**src/rtl/sobel_out_arbiter.sv**
```systemverilog
// Round-robin arbiter that serializes BURST_LEN-pixel bursts from two Sobel cores
// into single-pixel writes on one BRAM port, one beat per cycle.
module sobel_out_arbiter #(
  parameter int ADDR_W    = 16,
  parameter int DATA_W    = 8,
  parameter int BURST_LEN = 5
) (
  input  logic                          clka,
  input  logic                          reset,
  input  logic                          req_0,
  input  logic [ADDR_W-1:0]             base_addr_0,
  input  logic [BURST_LEN*DATA_W-1:0]   data_0,
  input  logic [BURST_LEN-1:0]          mask_0,
  output logic                          gnt_0,
  input  logic                          req_1,
  input  logic [ADDR_W-1:0]             base_addr_1,
  input  logic [BURST_LEN*DATA_W-1:0]   data_1,
  input  logic [BURST_LEN-1:0]          mask_1,
  output logic                          gnt_1,
  output logic                          bram_ena,
  output logic                          bram_wea,
  output logic [ADDR_W-1:0]             bram_addra,
  output logic [DATA_W-1:0]             bram_dina,
  output logic                          busy,
  output logic [31:0]                   wr_count
);

  // Handshake: a requester holds req with a stable payload until it sees the
  // one-cycle gnt pulse; the payload is captured on the edge that raises gnt.
  localparam int IDX_W = (BURST_LEN > 1) ? $clog2(BURST_LEN) : 1;
  localparam logic [IDX_W-1:0] LAST_IDX = IDX_W'(BURST_LEN - 1);

  typedef enum logic {IDLE, WRITE} state_t;

  state_t                        r_state;
  state_t                        w_state_nxt;
  logic                          r_last;
  logic [IDX_W-1:0]              r_idx;
  logic [ADDR_W-1:0]             r_base;
  logic [BURST_LEN*DATA_W-1:0]   r_data;
  logic [BURST_LEN-1:0]          r_mask;

  logic                          w_last_beat;
  logic                          w_arb;
  logic                          w_gnt_0;
  logic                          w_gnt_1;
  logic                          w_grant;
  logic [ADDR_W-1:0]             w_beat_addr;
  logic [DATA_W-1:0]             w_beat_data;
  logic                          w_beat_we;

  // Arbitration runs when idle and on the final beat, so bursts chain gaplessly.
  always_comb begin
    w_last_beat = (r_state == WRITE) && (r_idx == LAST_IDX);
    w_arb       = (r_state == IDLE) || w_last_beat;
    w_gnt_0     = w_arb && req_0 && (!req_1 || r_last);
    w_gnt_1     = w_arb && req_1 && (!req_0 || !r_last);
    w_grant     = w_gnt_0 || w_gnt_1;
  end

  always_ff @(posedge clka or posedge reset) begin
    if (reset) r_state <= IDLE;
    else       r_state <= w_state_nxt;
  end

  always_comb begin
    w_state_nxt = r_state;
    case (r_state)
      IDLE:    if (w_grant) w_state_nxt = WRITE;
      WRITE:   if (w_last_beat && !w_grant) w_state_nxt = IDLE;
      default: w_state_nxt = IDLE;
    endcase
  end

  always_comb begin
    w_beat_addr = r_base + ADDR_W'(r_idx);
    w_beat_data = r_data[r_idx*DATA_W +: DATA_W];
    w_beat_we   = r_mask[r_idx];
  end

  always_ff @(posedge clka or posedge reset) begin
    if (reset) begin
      gnt_0      <= 1'b0;
      gnt_1      <= 1'b0;
      bram_ena   <= 1'b0;
      bram_wea   <= 1'b0;
      bram_addra <= '0;
      bram_dina  <= '0;
      busy       <= 1'b0;
      wr_count   <= '0;
      r_idx      <= '0;
      r_last     <= 1'b1;
      r_base     <= '0;
      r_data     <= '0;
      r_mask     <= '0;
    end else begin
      gnt_0    <= w_gnt_0;
      gnt_1    <= w_gnt_1;
      bram_ena <= 1'b0;
      bram_wea <= 1'b0;
      busy     <= (r_state == WRITE);
      if (r_state == WRITE) begin
        bram_addra <= w_beat_addr;
        bram_dina  <= w_beat_data;
        bram_ena   <= w_beat_we;
        bram_wea   <= w_beat_we;
        if (w_beat_we) wr_count <= wr_count + 32'd1;
        r_idx <= w_last_beat ? '0 : r_idx + IDX_W'(1);
      end
      // A new grant on the final beat overwrites the payload after that beat has
      // already been taken from the old registers above.
      if (w_grant) begin
        r_idx  <= '0;
        r_last <= w_gnt_1;
        r_base <= w_gnt_1 ? base_addr_1 : base_addr_0;
        r_data <= w_gnt_1 ? data_1      : data_0;
        r_mask <= w_gnt_1 ? mask_1      : mask_0;
      end
    end
  end

endmodule

```
**config.mk**
```make
export PLATFORM = sky130hd
export DESIGN_NAME = sobel_out_arbiter
export DESIGN_NICKNAME = d
export VERILOG_FILES = /design/src/rtl/sobel_out_arbiter.sv
export SDC_FILE = /design/constraint.sdc
export NUM_CORES = 1
export LEC_CHECK = 0
export BUFFER_PORTS_ARGS = -buffer_cell sky130_fd_sc_hd__buf_4
export CAP_MARGIN = 20
export CORE_MARGIN = 2
export CORE_UTILIZATION = 35
export CTS_BUF_LIST = sky130_fd_sc_hd__clkbuf_8
export CTS_CLUSTER_SIZE = 16
export DETAILED_ROUTE_END_ITERATION = 12
export PLACE_DENSITY = 0.59
export SLEW_MARGIN = 20
export SYNTH_ARGS = -nofsm -noshare
export SYNTH_HDL_FRONTEND = slang
export SYNTH_SLANG_ARGS = --single-unit
```
**constraint.sdc**
```tcl
create_clock -name clka -period 11.3 [get_ports clka]
set_input_delay 2.26 -clock clka [delete_from_list [all_inputs] [get_ports clka]]
set_output_delay 2.26 -clock clka [all_outputs]
set_load 0.005 [all_outputs]
```
# Word-level counts from Yosys, hierarchy flattened
# Cells that the tools add are included.
# totals
reg_bits,126
latchBits,0
ram_bits,0
mem_bits_ro,0
in_bits,126
out_inout_bits,61
elab_cells,48
mem_count,0
# classes
addsub,3
n_mul,0
div,0
n_lt_le_gt_ge,1
eq_ne,1
n_shift,1
muxes,12
bitwise,1
reduce_logical,16
# op_table
op,count
$mux 40,1
$shiftx 40x7->8,1
$add 32x1->32 const B,1
$add 16x3->16,1
$mux 16,1
$mux 3,3
$logic_and 1x1->1,6
$mux 5,1
$logic_not 1->1,4
$logic_or 1x1->1,4
$lt 3x4->1 const B,1
$mux 1,4
$add 3x1->3 const B,1
$bmux 1 s3,1
$eq 3x3->1 const B,1
$pmux 1 s2,1
$reduce_and 2->1,1
$reduce_bool 2->1,1
$not 1->1,1

# Depth between registers and ports, before layout
# Gate-level depths: netlist of the first run.
# depth
depth_word,10
depth_mapped,11
mapped_depth_nobuf,7

# Worst setup path before layout of the first run
# OpenSTA, ideal clock, no wires.
# synth_path
path_kind,input-to-reg
start,input port req_0
end,register r_base[0]
setup_time_ns,0.137
t_arrival_ns,3.100
setup_slack_ns,8.063
path_stages,5
cell_sequence,nand2_1 > nand3_1 > clkbuf_1 > buf_1 > a21oi_1
# synth_via
elab_chain_len,4
word_cells_on_any_way,7
classes_between,1 x mux; 6 x reduce/logical
# synth_rtl
element,line,rtl
"start, declared",10,"input logic req_0,"
$logic_not 1->1,57,w_gnt_1 = w_arb && req_1 && (!req_0 || !r_last);
$logic_or 1x1->1,57,
$logic_and 1x1->1,57,
$mux 16 / $logic_or 1x1->1 (equally long branches),"115, 58",
"end signal, assigned",115,r_base <= w_gnt_1 ? base_addr_1 : base_addr_0;
"end, declared",39,logic [ADDR_W-1:0] r_base;
# Parallel ways exist; a longest one is shown, timed or not.
# A chain may end at the register's enable or synchronous reset.

# Worst setup path after layout of the first run
# layout_path
start,input port req_1
end,register r_base[10]
# layout_via
elab_chain_len,4
word_cells_on_any_way,7
classes_between,1 x mux; 6 x reduce/logical
# layout_rtl
element,line,rtl
"start, declared",15,"input logic req_1,"
$logic_not 1->1,56,w_gnt_0 = w_arb && req_0 && (!req_1 || r_last);
$logic_or 1x1->1,56,
$logic_and 1x1->1,56,
$logic_or 1x1->1,58,w_grant = w_gnt_0 || w_gnt_1;
# Parallel ways exist; a longest one is shown, timed or not.

==> impl_summary.md, run 1 <==
Worst hold path
In this run the most critical hold path is launched from r_last$_DFFE_PP1P_. The worst min-delay path class is flop to flop.

Placement
The post-placement cell area is 0.007736 mm^2. The port buffer count is 186. The congestion estimate from routability-driven global placement came to 0.7709. Summed over all nets, the half-perimeter wirelength after detailed placement is 11.75 mm.

The setup slack after placement is 7.300 ns. The instance count after placement with tap cells included is 955.

Power and ir drop
The maximum vdd ir drop is 101.0 uV. Overall power consumption after layout is estimated at 1.952 mW. The total power density per cell area is 238.2 mW/mm^2. In this run the static leakage power is 4.139 nW.

Layout
The area taken by flip-flops and latches is 0.003156 mm^2. The fraction of layout instances using a drive strength above 1 is 32.55%. The filler cells instantiated in the layout total 1,586. The multi-input combinational cells in the finished layout cover a total of 0.002834 mm^2. The share of the core filled with cells is 47.55%.

The filler-free cell count of the finished design is 987. The net total in the final layout is 882. The signed area change from the synthesized netlist to the final layout is 33.15%.

0 antenna diodes ended up in the layout. The finished layout cell area is 0.008197 mm^2.

STA
Summed over all failing endpoints, the final setup total negative slack is 0 ns. The setup clock skew after layout is 0.01514 ns. Static timing analysis puts the maximum clock frequency at 281.7 MHz.

The worst max-slew margin expressed relative to the limit is 27.79%. At the pin with the least slew margin, the transition time is 1.083 ns. Setup repair after global routing left no endpoint under its margin. Setup violations remaining at the end of the flow were counted as 0. The number of pins exceeding their max-slew limit in the final report is 0. After layout, the worst path uses 31.41% of the clock period. In the post-route analysis, the smallest setup slack over all paths is 7.751 ns. The worst path in the final design needs a cycle of 3.549 ns, including I/O delays and setup. The worst hold margin is 0.4726 ns. The count of final hold-check violations is 0.

Setup path
Of all nets on the critical path, the largest fanout is 63. In this run the critical register-to-register path is launched from r_idx[1]$_DFFE_PP0P_. The element type at the critical path end is a flop. At the worst endpoint, the required time is 11.57 ns. The kind of cell adding the most delay to the critical path is buffers and inverters. Data arrives at the worst endpoint at 3.82 ns.

The critical path startpoint category is an input port. The launch point of the worst path is req_1. The critical path goes through buf_4, nand2b_1, nand3_4, buf_4, mux2i_1, a21oi_1. The critical setup path kind is input port to flop. For this run, the slowest stage of the critical path takes 0.81 ns. The slowest stage of the critical path belongs to the cell buf_4.

The worst path buffer plus inverter count is 2. The most common cell type on the critical path is buf_4.

Global routing
The number of global-route vias before repair is 4,959. Global routing used 28.83% of the available met2 tracks. The maximum number of pins on one net before global-route repair is 99. The total overflow left after global routing is 0. The number of antenna violations at the first check in global routing was 0. Global routing consumed, over all layers together, 17.99% of the routing resources.

After global routing, the most crowded layer is met2. The global-route wire length before repair is 25.65 mm. For this run, global-route usage on met1 was measured as 23.25%. The routing usage on met3 is 6.444%.

Detailed routing
The DRC marker count from the first detailed-route iteration is 281. Detailed routing inserted a total of 4,888 vias. The total iterations of the first detailed-routing run is 7.

After detailed routing, the average wire length per cell comes to 16.43 um. The number of vias per cell after detailed routing is 4.952. The DRC violation count after routing is 0. The total detailed-routing wirelength is 16.21 mm. The count of nets left with antenna violations once routing finished came out at 0.

Yosys
Counting flops with an async set or reset pin after synthesis yields a share of 100.0%. Of the post-synthesis cell area, the dominant cell type holds 50.81%. Yosys mapped the design onto 41 distinct sky130hd cell types. Of all cell types, the one taking the most synthesized area is dfrtp_1.

For this run, the register share of the synthesized area comes to 51.24%. Synthesis inferred 126 register bits. Synthesis handed over a netlist of 573 instances. Yosys printed 0 warnings. The mean cell area of the mapped netlist is 10.74 um^2.

Ranked by total cell area, the synthesized netlist is headed by dfrtp_1 51%, mux2i_1 9.9%, a21oi_1 6.1%. By instance count, the leading cell after synthesis is dfrtp_1. The number of flops mapped to enable cells by yosys is 0.

The number of nets handed over by synthesis was 706. The area of the mapped netlist is 0.006156 mm^2. The most used flip-flop cell after synthesis is dfrtp_1.

Counting instances in the post-synthesis netlist gives the leading cell types as 125 x dfrtp_1, 98 x nor2_1, 75 x a21oi_1.

Clocking
The number of buffers added by the clock tree synthesis step is 17. The later pin in the worst-skew pair is clocked with a latency of 0.44 ns. Clock-pin slew was measured on the worst setup and hold paths at 0.07 ns. The root buffer cell chosen for the clock tree is clkbuf_8. The largest buffer count on any clock path is 2. The CTS sink count is 126.

Gates resized during post-CTS repair numbered 0. Hold repair after CTS inserted 0 buffers. The number of H-tree levels is 4. TritonCTS built the clock tree.

The total setup buffers inserted after CTS is 0.

Die
In this run the standard cell core region covers 0.01724 mm^2. From left edge to right edge, the die measures 136.6 um. The initial core utilization is 35.71%. For this design the top-level I/O count stands at 187. The die covers 0.01867 mm^2. The initialized floorplan defines 48 standard-cell rows.

The overall die height is 136.6 um.

Run
The number of maximum-capacitance violations is 0.

Status
The run finished with clean final reports.
-- final cells by class --
cell class / instances / share of cell area (%)
Sequential cell: 126 / 38.50
Multi-Input combinational cell: 405 / 34.57
Timing Repair Buffer: 190 / 17.40
Clock buffer: 22 / 3.694
Tap cell: 225 / 3.435
Clock inverter: 10 / 1.923
Inverter: 9 / 0.4732
-- routing by layer --
metal	wire length [um]	part of all wire (%)	vias to the layer above
met3	1142	7.0	14
met4	179	1.1	0
met2	7869	49	148
li1	-	-	2368
met1	7020	43	2358
met5	0	0	-
-- layout by cell type, fill, tap and decap left out, drive strengths merged, types with 2 or more instances in the layout --
cell      instances
ha                6
nand4            12
mux2i            61
bufinv            4
o21ai             4
xor2             11
a21oi            76
buf             190
and4              9
nor3b             2
nand2            25
and2              3
clkbuf           22
clkinv            4
nor4b             3
and3              2
a21o              3
nand3            19
nor3              8
nor2             98
a221oi            8
clkinvlp          3
mux4              8
inv               8
xnor2            34
nor4              3
dfrtp           125
mux2              6
-- path summary, 6_finish.rpt --
kind	to	slack, ns	cells after the start
min in group asynchronous	wr_count[31]$_DFFE_PP0P_	1.94	2
min	r_last$_DFFE_PP1P_	0.47	2
max	r_base[10]$_DFFE_PP0P_	7.75	6
max reg2reg	r_base[10]$_DFFE_PP0P_	8.17	8
min reg2reg	r_last$_DFFE_PP1P_	0.47	2
max in group asynchronous	r_state$_DFF_PP0_	8.20	3
-- worst min-delay path: cells and delay by family (launching register included) --
family	cells	cell delay [ns]
AND/OR/NAND/NOR	2	0.10
flip-flops	1	0.38
-- where the power goes --
group / total, mW / switching, mW / leakage (nW) / internal [mW]
Clock: 0.446 / 0.177 / 0.227 / 0.269
Combinational: 0.707 / 0.324 / 2.39 / 0.382
Sequential: 0.800 / 0.163 / 1.52 / 0.637
-- cell families after synthesis --
group | share of synthesized area [%]
AO/OA/AOI/OAI | 8.964
XOR/XNOR | 6.402
adder cells (fa/ha/maj) | 1.545
buffers and inverters | 3.130
flip-flops | 51.24
multiplexers | 14.07
AND/OR/NAND/NOR | 14.65
-- flip-flops by register name, summed over array words and instances, names as in the netlist, 3 cells and up --
| name | count |
|---|---|
| bram_dina | 8 |
| r_idx | 3 |
| r_base | 16 |
| r_mask | 5 |
| wr_count | 32 |
| r_data | 40 |
| bram_addra | 16 |
Note: power is estimated with default switching activity, not from simulation.
==> run 2: changes to the inputs <==
clock period = 3.45 ns   (was 11.3 ns; I/O delays follow)
==> run 2 against run 1 <==
  * Critical path depth up 3
  * Clock skew down 0.0063 ns
  * Die area unchanged
  * Highest routed layer unchanged
==> impl_summary.md, run 2 (synthesis results as in run 1) <==
Status
The run finished with clean final reports.

Power and ir drop
Cell internal power was estimated by the tool at 4.199 mW. The analysis attributes to cell leakage a power of 4.172 nW. The share of total power in the clock network is 22.3%. The register share of total power is 40.4%. The total power density per cell area is 775.0 mW/mm^2. Net switching is 34.37% of the power. In this run the power spent charging and discharging nets is 2.199 mW.

The maximum vdd ir drop is 344.5 uV. Of the total power, combinational logic draws 37.3%. The power consumption is 6.398 mW.

STA
Setup repair after global routing left no endpoint under its margin. The maximum clock frequency is 435.1 MHz. In this run the tightest slew margin relative to its limit is 42.45%.

In the finished design, the share of the clock period the worst path needs comes to 66.62%. The final total negative setup slack is 0 ns. The smallest clock period supported by the final layout is computed as 2.298 ns.

The count of final hold-check violations is 0. The transition time of the tightest slew-check pin is 0.8566 ns. The worst hold margin is 0.3998 ns. The number of pins exceeding their max-slew limit in the final report is 0. The least setup slack across all paths after layout is 1.152 ns.

Across the routed clock network, the largest skew measured is 0.008827 ns. The final setup violation count is 0.

Placement
The setup slack after placement is 1.178 ns. The post-placement cell area is 0.007816 mm^2. The placer's final routability congestion estimate is 0.8094. The post-detailed-placement half-perimeter wirelength is 12.17 mm. The port buffer count is 186. After detailed placement, the design holds a cell count of 961.

Clocking
The clock transition at the registers of the reported paths is 0.07 ns. The total of hold buffers inserted after clock tree synthesis is 0. The largest buffer count on any clock path is 2. The H-tree was split into 4 levels. Gates resized during post-CTS repair numbered 0. The TritonCTS clock tree is yes. At the later pin of the worst-skew pair, clock insertion delay measures 0.44 ns. The clock root buffer is clkbuf_8.

The clock net in this run drives a total of 126 sinks. The number of buffers added by the clock tree synthesis step is 17. The total setup buffers inserted after CTS is 0.

Global routing
The first global-routing pass estimated 25.98 mm of wire. The maximum number of pins on one net before global-route repair is 61. The number of global-route vias before repair is 4,973. Summed over all layers, the global routing overflow is 0. The number of antenna violations at the first check in global routing is 0. Global routing consumed, over all layers together, 18.12% of the routing resources.

Setup path
Setup slack on the worst reg-to-reg path comes out at 1.15 ns. The kind of cell adding the most delay to the critical path is simple AND/OR/NAND/NOR gates. Of all nets on the critical path, the largest fanout is 44. The endpoint of the lowest-slack register-to-register path is r_data[38]$_DFFE_PP0P_.

The critical path contains buffers and inverters numbering 3 combined. The peak per-stage delay on the critical path is 0.42 ns. STA classifies the critical path startpoint as a flop. Measured in cells, the most critical reg-to-reg path has a length of 9. The element type at the critical path end is a flop.

Walking the worst path, the cells encountered are buf_4, inv_1, ha_1, nand2_1, nand2_1, nand3_4, buf_4, nor2_1, a21oi_1. The critical path is of the flop to flop type. The worst path arrival time is 2.61 ns. The origin of the critical flop-to-flop path is r_idx[1]$_DFFE_PP0P_. The launch point of the worst path is r_idx[1]$_DFFE_PP0P_. The library cell contributing the largest single delay on the critical path is nand3_4. STA puts the critical path data required time at 3.76 ns.

Layout
The area occupied by multi-input gates is 0.002834 mm^2. The total of fill cells in the finished design is 1,613. For this run, the post-layout net count is 888. Cells fill 47.89% of the core in the end. The finished layout cell area is 0.008255 mm^2. The register with the most flip-flops in the layout has 40 of them.

The most flop-heavy register is r_data. The largest registers in the layout are r_data x40, wr_count x32. The signed area change from the synthesized netlist to the final layout is 34.11%.

The number of antenna diodes in the final layout is 0. In the layout the commonest cells are 193 x buf_4, 125 x dfrtp_1, 98 x nor2_1, 75 x a21oi_1, 61 x mux2i_1. Of the cells placed in the final design, the portion with a size suffix greater than 1 is 32.86%. The filler-free cell count of the finished design is 992. The area taken by flip-flops and latches is 0.003154 mm^2. The most common cell after layout, fill and taps aside is buf_4.

Detailed routing
For this run, design rule violations remaining after detail routing come to 0. The detail route stage leaves a number of antenna-violating nets equal to 0. Summing over every cut layer, the via total after detailed routing is 4,953.

The wire length per cell is 16.40 um. The total iterations of the first detailed-routing run is 4. Dividing the detail-routed via count by the number of cells gives 4.993. After the first detailed-routing iteration, the DRC count stood at 208. For this block, the routed nets add up to 16.26 mm of wire.

Die
The overall die height is 136.6 um. The die width is 136.6 um. The count of standard-cell rows is 48. The standard cell core area is 0.01724 mm^2. The initial utilization of the core area, before any placement, comes to 35.71%. The area enclosed by the die boundary is 0.01867 mm^2. 187 I/O pins were placed.

Worst hold path
The worst min-delay path class is input port to asynchronous set/reset pin.

Run
The tool flagged a number of max-cap violations equal to 0.
==> run 2: final cells by class <==
cell class / instances / area share (%)
Clock buffer: 20 / 3.334
Tap cell: 225 / 3.410
Clock inverter: 11 / 1.985
Multi-Input combinational cell: 405 / 34.33
Inverter: 9 / 0.4547
Timing Repair Buffer: 196 / 18.28
Sequential cell: 126 / 38.21
==> run 2: how the worst max path moves through the flow <==
stage	to	slack, ns	cells after the start
3_3_place_gp	r_base[2]$_DFFE_PP0P_	1.25	9
3_5_place_dp	r_data[16]$_DFFE_PP0P_	1.18	9
6_report	r_data[38]$_DFFE_PP0P_	1.15	9
5_1_grt	r_data[37]$_DFFE_PP0P_	0.94	9
4_1_cts	r_data[38]$_DFFE_PP0P_	1.14	9
2_1_floorplan	bram_addra[0]$_DFFE_PP0P_	1.21	1
==> run 2: power groups by stage <==
stage	Sequential [mW]	Combinational [mW]	Clock (mW)
after global routing	2.66	2.67	1.53
final	2.59	2.39	1.42
after CTS	2.60	2.43	1.47
after detailed placement	2.63	2.41	0
after floorplan	2.44	1.66	0
after global placement	2.60	2.35	0
==> run 2: worst register-to-register path, cell delays in order (launching register included) <==
cell	delay [ns]
dfrtp_1	0.36
buf_4	0.21
inv_1	0.12
ha_1	0.18
nand2_1	0.08
nand2_1	0.21
nand3_4	0.42
buf_4	0.39
nor2_1	0.14
a21oi_1	0.06
==> run 2: metal layers <==
metal,part of all wire [%],GRT usage (%),up-vias
met5,0,0,-
met4,1.7,6.713,0
met3,6.6,3.852,22
met2,47,28.00,167
met1,45,25.07,2387
li1,-,-,2377
==> run 3: changes to the inputs <==
PLACE_DENSITY = 0.61   (was 0.59)
clock period = 2.1 ns   (was 3.45 ns; I/O delays follow)
==> run 3 against run 2 <==
  * Setup slack worse by 1.0 ns
  * Sequential share of layout area down 0.39 points
  * Via count up 0.22%
  * Die area unchanged
  * Clock power up 54%
  * Critical path type unchanged
  * Critical endpoint is now bram_addra[12]$_DFFE_PP0P_
==> impl_summary.md, run 3 (synthesis results as in run 1) <==
STA
The count of final hold-check violations is 0. The final total negative setup slack is 0 ns. The worst path needs 1.974 ns of the cycle, external delays included. The setup clock skew after layout is 0.01482 ns. The post-route fraction of the period consumed by the critical path is 93.98%.

At the pin with the least slew margin, the transition time is 0.7594 ns. The maximum clock frequency is 506.7 MHz. The number of pins exceeding their max-slew limit in the final report is 0. Setup repair after global routing left no endpoint under its margin. The final setup violation count is 0. The least setup slack across all paths after layout is 0.1264 ns.

The worst pin sits at a relative slew slack of 48.99%.

Die
The region available for standard cell placement spans 0.01724 mm^2. The die width is 136.6 um. The area enclosed by the die boundary is 0.01867 mm^2. In this run the core area contains 48 standard-cell rows. The initial core utilization is 35.71%. The I/O pin total is 187. The overall die height is 136.6 um.

Global routing
The total track usage is 18.05%. The number of global-route vias before repair came to 4,981. Entering global routing, the biggest net connects 127 pins.

The first global-routing pass estimated 25.86 mm of wire. The number of antenna violations at the first check in global routing came to 0. The total overflow left after global routing is 0.

Setup path
The element type at the critical path end is a flop. The worst setup path is of the flop to flop kind. The critical path startpoint category is a flop. The maximum net fanout on the critical path is 4. At the worst endpoint, the required time is 2.40 ns. STA puts the critical path data arrival time at 2.27 ns.

Worst hold path
The worst min-delay path class is input port to asynchronous set/reset pin.

Layout
The fraction of layout instances using a drive strength above 1 is 33.68%. The register with the most flip-flops in the final layout is r_data. The register with the most flip-flops in the layout has 40 of them. The signed area change from the synthesized netlist to the final layout is 35.53%.

Leaving out fill and tap cells, the most frequent cell in the layout is buf_4. For this run, the post-layout net count is 898. The largest registers in the layout are r_data x40, wr_count x32. In the layout the commonest cells are 199 x buf_4, 124 x dfrtp_1, 98 x nor2_1, 75 x a21oi_1, 61 x mux2i_1. The number of inserted diodes is 0. Counting the fill cells in the layout gives 1,561. The share of the core filled with cells is 48.40%.

Clocking
CTS placed an instance of clkbuf_8 at the clock tree root. At the later pin of the worst-skew pair, clock insertion delay measures 0.44 ns. In this run the deepest clock path goes through 2 buffers. The total of hold buffers inserted after clock tree synthesis is 0.

TritonCTS built the clock tree. The number of H-tree levels is 4. After clock tree synthesis, the clock-pin slew on the worst setup and hold paths is 0.07 ns.

Clock tree synthesis inserted a total of 17 buffers. Clock tree synthesis found a total of 126 sinks.

Placement
The post-detailed-placement half-perimeter wirelength is 12.09 mm. The placer's final routability congestion estimate is 0.8132. Buffers placed on the I/O ports in this run total 186.

OpenSTA, run right after detailed placement, puts the worst setup slack at 0.08689 ns.

Detailed routing
Dividing the detail-routed via count by the number of cells gives 4.949. Dividing the detail-routed wire length by the instance count gives 16.20 um. The DRC violation count after routing is 0. For this block, the initial DRC count from the detailed router was 210. The via total after detailed routing is 4,964. For this run, the detailed router's first-pass iteration total came to 4. The detail route stage leaves a number of antenna-violating nets equal to 0.

For this block, the routed nets add up to 16.25 mm of wire.

Power and ir drop
Summed over all cells, the static leakage comes to 4.233 nW. The maximum vdd ir drop is 580.6 uV. In this run the power density over the cells is 1259 mW/mm^2.

Run
Across the run, the number of max-cap violations was 0.

Status
The flow ran to the end, and the final reports show no timing, DRC or antenna violations.
[run 3: cell types whose count changed in the layout (fill, tap and decap cells not counted), sizes merged]
| cell | previous run | this run |
|---|---|---|
| buf | 196 | 206 |
| clkinvlp | 3 | 2 |
| inv | 7 | 9 |
| bufinv | 4 | 3 |
| clkbuf | 20 | 19 |
| clkinv | 6 | 8 |
[run 3: worst max-delay path, cell delays in order (launching register included)]
cell,delay [ns]
dfrtp_2,0.46
ha_1,0.24
fa_1,0.41
a21o_1,0.24
nand3_1,0.18
nor2_1,0.09
xnor2_1,0.14
a21oi_1,0.09
[run 3: metal layers]
layer | global-route usage (%) | vias up | share of wire, %
met3 | 6.074 | 13 | 7.3
li1 | - | 2401 | -
met1 | 22.92 | 2391 | 43
met4 | 5.382 | 0 | 1.2
met2 | 29.22 | 159 | 49
met5 | 0 | - | 0
[run 3: cell type report]
type | instances | area [um^2] | area share (%)
clock buffers | 19 | 261.5 | 3.134
multi-input cells | 405 | 2834 | 33.97
repair buffers | 206 | 1625 | 19.48
clock inverters | 13 | 147.6 | 1.770
well taps | 225 | 281.5 | 3.374
flip-flops and latches | 126 | 3156 | 37.82
inverters | 9 | 37.54 | 0.4499
[run 3: worst paths after layout]
kind | depth (start not counted) | to | startpoint | slack, ns
worst max register to register | 7 | bram_addra[12]$_DFFE_PP0P_ | r_idx[0]$_DFFE_PP0P_ | 0.13
worst min register to register | 2 | r_last$_DFFE_PP1P_ | r_last$_DFFE_PP1P_ | 0.46
min in group clka | 3 | r_data[25]$_DFFE_PP0P_ | data_1[25] | 0.22
worst max-delay path | 7 | bram_addra[12]$_DFFE_PP0P_ | r_idx[0]$_DFFE_PP0P_ | 0.13
worst min-delay path | 3 | wr_count[29]$_DFFE_PP0P_ | reset | 0.16
max in group asynchronous | 3 | r_idx[0]$_DFFE_PP0P_ | reset | 1.35
[run 3: timing repair]
action,CTS,global route
gates resized for setup,0,2
endpoints found under the setup margin,0,9
buffers inserted,0,1
[run 3: stage by stage]
stage               instance area, um^2  power [mW]  hold WS, ns  cells
finish                             8343       10.51       0.1555   1003
floorplan                          6165       6.735       0.3487    573
global route                       8343       11.28       0.2056   1003
CTS                                8330       10.65       0.1908   1002
detailed placement                 7921       8.420       0.4563    970
global placement                   7921       8.285       0.4531    970
[run 3: where the power goes]
part | switching, mW | total (mW) | internal, mW
Sequential | 0.834 | 4.26 | 3.43
Clock | 0.961 | 2.18 | 1.22
Combinational | 1.85 | 4.06 | 2.21
Total | 3.64 | 10.5 | 6.86
